==> config.mk <==
export PLATFORM = sky130hd
export DESIGN_NAME = seq_ctrl
export DESIGN_NICKNAME = d
export VERILOG_FILES = /design/src/rtl/seq_ctrl.sv
export SDC_FILE = /design/constraint.sdc
export NUM_CORES = 1
export LEC_CHECK = 0
export ABC_AREA = 1
export BUFFER_PORTS_ARGS = -buffer_cell sky130_fd_sc_hd__buf_2
export CAP_MARGIN = 20
export CORE_MARGIN = 5
export CORE_UTILIZATION = 30
export DETAILED_ROUTE_END_ITERATION = 12
export SLEW_MARGIN = 10
export SYNTH_ARGS = -nofsm -noshare
export SYNTH_HDL_FRONTEND = slang
export SYNTH_SLANG_ARGS = --single-unit
==> constraint.sdc <==
create_clock -name clk -period 1.7 [get_ports clk]
set_input_delay 0.34 -clock clk [delete_from_list [all_inputs] [get_ports clk]]
set_output_delay 0.34 -clock clk [all_outputs]
set_load 0.005 [all_outputs]
==> src/rtl/seq_ctrl.sv <==
// seq_ctrl: multi-cycle instruction sequencer for the 9-bit-ISA core.
// Owns the PC, retires one instruction per cycle, stalls on data-memory
// ops until acknowledged (with a timeout), resolves jumps through an
// external LUT and stops on halt while reporting the running cycle count.
module seq_ctrl #(
  parameter int PC_W     = 8,
  parameter int CNT_W    = 16,
  parameter int MAX_WAIT = 15
) (
  input  logic             clk,
  input  logic             reset_n,
  input  logic             start,
  input  logic [8:0]       instr,
  input  logic             gt_flag,
  input  logic             eq_flag,
  input  logic [PC_W-1:0]  lut_target,
  input  logic             mem_ack,
  output logic [PC_W-1:0]  pc,
  output logic [3:0]       lut_idx,
  output logic             exec_en,
  output logic             mem_req,
  output logic             mem_we,
  output logic             running,
  output logic             done,
  output logic             err,
  output logic [CNT_W-1:0] cycle_cnt
);

  // Wait counter is 8 bits wide, enough for MAX_WAIT up to 255.
  localparam logic [7:0] MAX_WAIT_C = 8'(MAX_WAIT);

  typedef enum logic [1:0] {
    S_IDLE     = 2'd0,
    S_EXEC     = 2'd1,
    S_MEM_WAIT = 2'd2,
    S_HALT     = 2'd3
  } state_t;

  state_t           state_q, state_d;
  logic [PC_W-1:0]  pc_q, pc_d;
  logic [CNT_W-1:0] cnt_q, cnt_d;
  logic [7:0]       wait_q, wait_d;
  logic             err_q, err_d;

  // Opcode decode of the instruction currently addressed by pc.
  logic is_jg, is_jge, is_jmp, is_ldr, is_str, is_ldi, is_sti, is_halt;
  logic is_mem, is_store, br_taken;

  assign is_jg    = (instr[8:4] == 5'b10000);
  assign is_jge   = (instr[8:4] == 5'b10001);
  assign is_jmp   = (instr[8:5] == 4'b1001);
  assign is_ldr   = (instr[8:3] == 6'b101110);
  assign is_str   = (instr[8:3] == 6'b101111);
  assign is_ldi   = (instr[8:3] == 6'b110000);
  assign is_sti   = (instr[8:3] == 6'b110001);
  assign is_halt  = (instr == 9'h1FF);
  assign is_mem   = is_ldr | is_str | is_ldi | is_sti;
  assign is_store = is_str | is_sti;
  assign br_taken = is_jmp | (is_jg & gt_flag) | (is_jge & (gt_flag | eq_flag));

  assign lut_idx   = instr[3:0];
  assign pc        = pc_q;
  assign cycle_cnt = cnt_q;
  assign running   = (state_q == S_EXEC) || (state_q == S_MEM_WAIT);
  assign done      = (state_q == S_HALT);
  // err_q is only ever set on the transition into HALT and cleared on leaving it.
  assign err       = err_q;

  // Next-state, PC/counter update and per-cycle strobes.
  always_comb begin
    state_d = state_q;
    pc_d    = pc_q;
    cnt_d   = cnt_q;
    wait_d  = wait_q;
    err_d   = err_q;
    exec_en = 1'b0;
    mem_req = 1'b0;
    mem_we  = 1'b0;

    // Saturating run-time counter, advanced in every running cycle.
    if (running && !(&cnt_q))
      cnt_d = cnt_q + 1'b1;

    unique case (state_q)
      S_IDLE, S_HALT: begin
        if (start) begin
          pc_d    = '0;
          cnt_d   = '0;
          err_d   = 1'b0;
          state_d = S_EXEC;
        end
      end

      S_EXEC: begin
        if (is_halt) begin
          state_d = S_HALT;
        end else if (is_mem) begin
          // Request goes out in the decode cycle; pc freezes so instr stays put.
          mem_req = 1'b1;
          mem_we  = is_store;
          wait_d  = 8'd1;
          state_d = S_MEM_WAIT;
        end else begin
          exec_en = 1'b1;
          pc_d    = br_taken ? lut_target : pc_q + 1'b1;
        end
      end

      S_MEM_WAIT: begin
        mem_req = 1'b1;
        mem_we  = is_store;
        // An ack on the final allowed cycle still retires normally.
        if (mem_ack) begin
          exec_en = 1'b1;
          pc_d    = pc_q + 1'b1;
          state_d = S_EXEC;
        end else if (wait_q == MAX_WAIT_C) begin
          err_d   = 1'b1;
          state_d = S_HALT;
        end else begin
          wait_d  = wait_q + 1'b1;
        end
      end

      default: state_d = S_IDLE;
    endcase
  end

  // State registers with synchronous active-low reset.
  always_ff @(posedge clk) begin
    if (!reset_n) begin
      state_q <= S_IDLE;
      pc_q    <= '0;
      cnt_q   <= '0;
      wait_q  <= '0;
      err_q   <= 1'b0;
    end else begin
      state_q <= state_d;
      pc_q    <= pc_d;
      cnt_q   <= cnt_d;
      wait_q  <= wait_d;
      err_q   <= err_d;
    end
  end

endmodule

Yosys cells after proc, flatten, opt, wreduce, memory -nomap -nowiden
Cells that the tools add are included.

Add/sub/neg operators: 3. Eq/ne operators: 22. Bitwise gates (word level): 9. Multiplexer cells: 34. Reduce and logical (&&, ||, !) cells: 12.

Operators with widths (number): two-way mux 8 bit (9); two-way mux 16 bit (3); == test 6 bit, second input constant (4); case mux 8 bit (3 select lines) (1); adder 16 x 1 -> 16 bit, second input constant (1); adder 8 x 1 -> 8 bit, second input constant (2); case mux 8 bit (2 select lines) (1); AND reduction 16 bit (1); != test 2 bit, second input constant (7); == test 5 bit, second input constant (2); two-way mux 1 bit (10); two-way mux 2 bit (5); == test 9 bit, second input constant (1); == test 8 x 4 -> 1 bit, second input constant (1); case mux 1 bit (2 select lines) (4); AND reduction 4 bit (2); OR 1 bit (7); case mux 2 bit (3 select lines) (1); AND reduction 5 bit (1); == test 2 bit, second input constant (2); == test 4 bit, second input constant (1); nonzero test 2 bit (2); != test 3 x 2 -> 1 bit, second input constant (1); != test 3 bit, second input constant (1); other kinds (9) (10).

Register bits after elaboration: 35. Logic and storage cells: 85. Input bits: 23.

Longest topological paths before layout
Depth after elaboration: 8. Gate-level depth with buffers: 11. Depth with buffers taken out: 11.

Least setup slack after synthesis
OpenSTA, ideal clock, no wires.

Kind: reg2out. Start point: register state_q[0]. End point: output port mem_we. Buffers on the path: 1. Arrival time: 1.249 ns. Slack: 0.111 ns. Required time: 1.360 ns. Cell stages (with the launch flop): 8. Cell sequence: dfxtp_1 -> inv_1 -> ha_1 -> inv_1 -> clkbuf_1 -> a21oi_1 -> nand2_1 -> nor2_1.

Word-level cells in the longest chain between the ends: 2.

Ends and longest elaborated chain: start: declaration (line 39) `state_t state_q, state_d;`; start signal: assignment (line 138) `state_q <= state_d;`; == test 2 bit or == test 2 x 1 -> 1 bit (tied branches) (line 84) `unique case (state_q)`; case mux 1 bit (2 select lines) (*) (line 84); end: declaration (line 22) `output logic mem_we,`.

Every way passes the cells marked *; elsewhere a longest branch is shown, timed or not.

Worst setup path in the final report
Same ends and word-level chain as after synthesis.

==> results.sh <==
export IMPL_fin_skew_ns=0.00663
export IMPL_layout_commonest_cell="nand2_1"
export IMPL_synth_edf_count=0
export IMPL_synth_seq_area_share=0.303
export IMPL_use_met2=0.225
export IMPL_synth_area_mux_share=0
export IMPL_crit_chain="inv_2 > ha_4 > inv_2 > buf_6 > a21oi_4 > nand2_1 > nor2_1 > buf_2"
export IMPL_violations="setup timing"
export IMPL_cts_sinks=35
export IMPL_worstSetupStartpointType="flip-flop"
export IMPL_p_leak_uw=0.00141
export IMPL_wl_um=6290
export IMPL_worstPathMaxFanout=4
export IMPL_async_flop_share=0
export IMPL_path_class="flip-flop to primary output"
export IMPL_drv_slew=0
export IMPL_grt_first_pass_wirelength_um=10600
export IMPL_irDropWorstVdd_mv=0.419
export IMPL_cts_tree="yes"
export IMPL_synth_top_family_by_area="simple AND/OR/NAND/NOR gates"
export IMPL_tightest_slew_ns=0.263
export IMPL_grt_usage=0.129
export IMPL_synth_seq_cells=35
export IMPL_grt_ovfl_total=0
export IMPL_busiest_layer="met2"
export IMPL_cts_root_buf="clkbuf_8"
export IMPL_dr_pass1_iters=4
export IMPL_yosysWarnings=0
export IMPL_synth_adder_area_share=0.0324
export IMPL_max_freq_mhz=577
export IMPL_slowest_delay_ns=0.37
export IMPL_finalHoldViolCount=0
export IMPL_finalSetupViolations=2
export IMPL_die_height_um=97.8
export IMPL_via_count=2532
export IMPL_p_per_area_nw_per_um2=796
export IMPL_worstHoldPathType="input pin to flip-flop"
export IMPL_synth_nets=396
export IMPL_coreArea_um2=7610
export IMPL_stdcell_area_um2=3060
export IMPL_cts_htree_levels=2
export IMPL_num_rows=32
export IMPL_setup_slack_ns=-0.0327
export IMPL_groute_layer_met1_usage=0.161
export IMPL_synth_cell_types=29
export IMPL_drc_errors=0
export IMPL_ys_flop_type="dfxtp_1"
export IMPL_fin_crit_ns=1.73
export IMPL_grt_antenna_before_repair=0
export IMPL_cp_end_kind="primary output"
export IMPL_clk_latency_ns=0.29
export IMPL_via_per_inst=4.57
export IMPL_cts_clk_slew_worst_paths_ns=0.07
export IMPL_postRouteAntennaNets=0
export IMPL_drtIter0Drc=77
export IMPL_synth_compound_area_frac=0.125
export IMPL_syn_area_um2=2310
export IMPL_grt_pass1_vias=2368
export IMPL_final_cell_mix="nand2_1 (121), buf_2 (56), nor2_1 (41)"
export IMPL_cts_inserted_buffers=5
export IMPL_die_w_um=97.8
export IMPL_avgSynthCellArea_um2=6.31
export IMPL_synth_xor_area_frac=0.0530
export IMPL_dieArea_um2=9570
export IMPL_cp_slowest_cell="dfxtp_4"
export IMPL_nNetsFinal=480
export IMPL_hold_slack_ns=0.318
export IMPL_dp_hpwl_um=4790
export IMPL_synth_simple_area_share=0.394
export IMPL_status="finished, violations left"
export IMPL_start_util=0.304
export IMPL_gp_congestion=0.881
export IMPL_fin_crit_sh=1.02
export IMPL_slew_headroom=0.824
export IMPL_crit_path_frequent_cell="inv_2"
export IMPL_synthCells=367
export IMPL_use_met3=0.0279
export IMPL_rsz0062_at_grt="true"
export IMPL_grt_max_degree=16
export IMPL_synthToLayoutAreaGrowth_pct=32.3
export IMPL_antenna_cells=0
export IMPL_cts_buffer_depth=2
export IMPL_drive_above_1_share=0.281
export IMPL_required_ns=1.36
export IMPL_totalPowerFinal_uw=2440
export IMPL_holdBufCountCts=0
export IMPL_maxCapViolations=0
export IMPL_io_buffer_count=56
export IMPL_placement_cell_area_um2=2830
export IMPL_ios=57
export IMPL_cp_arrival_ns=1.39
export IMPL_wl_per_cell_um=11.4
[registers in the layout, indices dropped and copies added, names as in the netlist]
| register | cells |
|---|---|
| state_q | 2 |
| cycle_cnt | 16 |
| wait_q | 8 |
| err | 1 |
| pc | 8 |
[what timing repair did]
action	in CTS	in global routing
setup buffers	4	4
endpoints found under the setup margin	5	17
resized for setup	17	10
pin swaps	5	3
[critical path, delay by kind of cell (launching register included)]
kind                       cells  cell delay [ns]
AOI/OAI and AO/OA              1             0.12
adders and majority gates      1             0.12
DFF                            1             0.37
and+or+nand+nor                2             0.16
buffers and inverters          4             0.34
[per-stage QoR]
step | instances | util | TNS (ns) | setup WS (ns)
6_report | 554 | 0.403 | -0.0523 | -0.0327
5_1_grt | 554 | 0.403 | -0.203 | -0.103
3_3_place_gp | 538 | 0.372 | 0 | 0.0346
2_1_floorplan | 367 | - | 0 | 0.111
3_5_place_dp | 538 | 0.372 | -0.00741 | -0.00741
4_1_cts | 550 | 0.395 | -0.0627 | -0.0627
[area by class of cell]
class	count	area, um^2
Clock inverter	1	5.00
Fill cell	823	4540
Timing Repair Buffer	86	517
Sequential cell	35	708
Inverter	42	163
Tap cell	102	128
Clock buffer	7	76.3
Multi-Input combinational cell	281	1470
[path summary, 6_finish.rpt]
| path | slack, ns | start | cells after the start | end |
|---|---|---|---|---|
| min reg2reg | 0.45 | err | 2 | err |
| min | 0.32 | reset_n | 3 | wait_q[0] |
| max reg2reg | 0.16 | state_q[0] | 10 | wait_q[5] |
| max | -0.03 | state_q[0] | 8 | mem_we |
[cells by family (layout without fill, tap and decap cells)]
kind of cell | count (synthesis) | count (layout)
AO/OA/AOI/OAI | 46 | 46
buffers and inverters | 51 | 136
adder cells (fa/ha/maj) | 6 | 6
XOR/XNOR | 14 | 14
flip-flops | 35 | 35
AND/OR/NAND/NOR | 215 | 215
[synth_stat cells, drive strengths merged, types with 3 or more instances]
library cell    n  area share
a21oi          33       0.083
buf             6       0.020
clkbuf          3      0.0049
dfxtp          35        0.30
ha              6       0.032
inv            42       0.068
nand2         127        0.21
nand3          26       0.058
nand4           9       0.024
nor2           44       0.076
nor3            3      0.0065
o21ai           9       0.029
xnor2           3       0.011
xor2           11       0.042
[where the power goes]
group,total (uW),switching (uW),internal (uW)
logic,955,559,396
registers,889,33.2,856
clock network,593,305,288
total,2440,897,1540
[routing by layer]
layer  vias to the layer above  wire (um)
met5                         -          0
met4                         0         74
met3                         8        248
met2                        45       3160
met1                      1151       2810
li1                       1328          -
No activity file was read; power rests on OpenSTA's default activity.
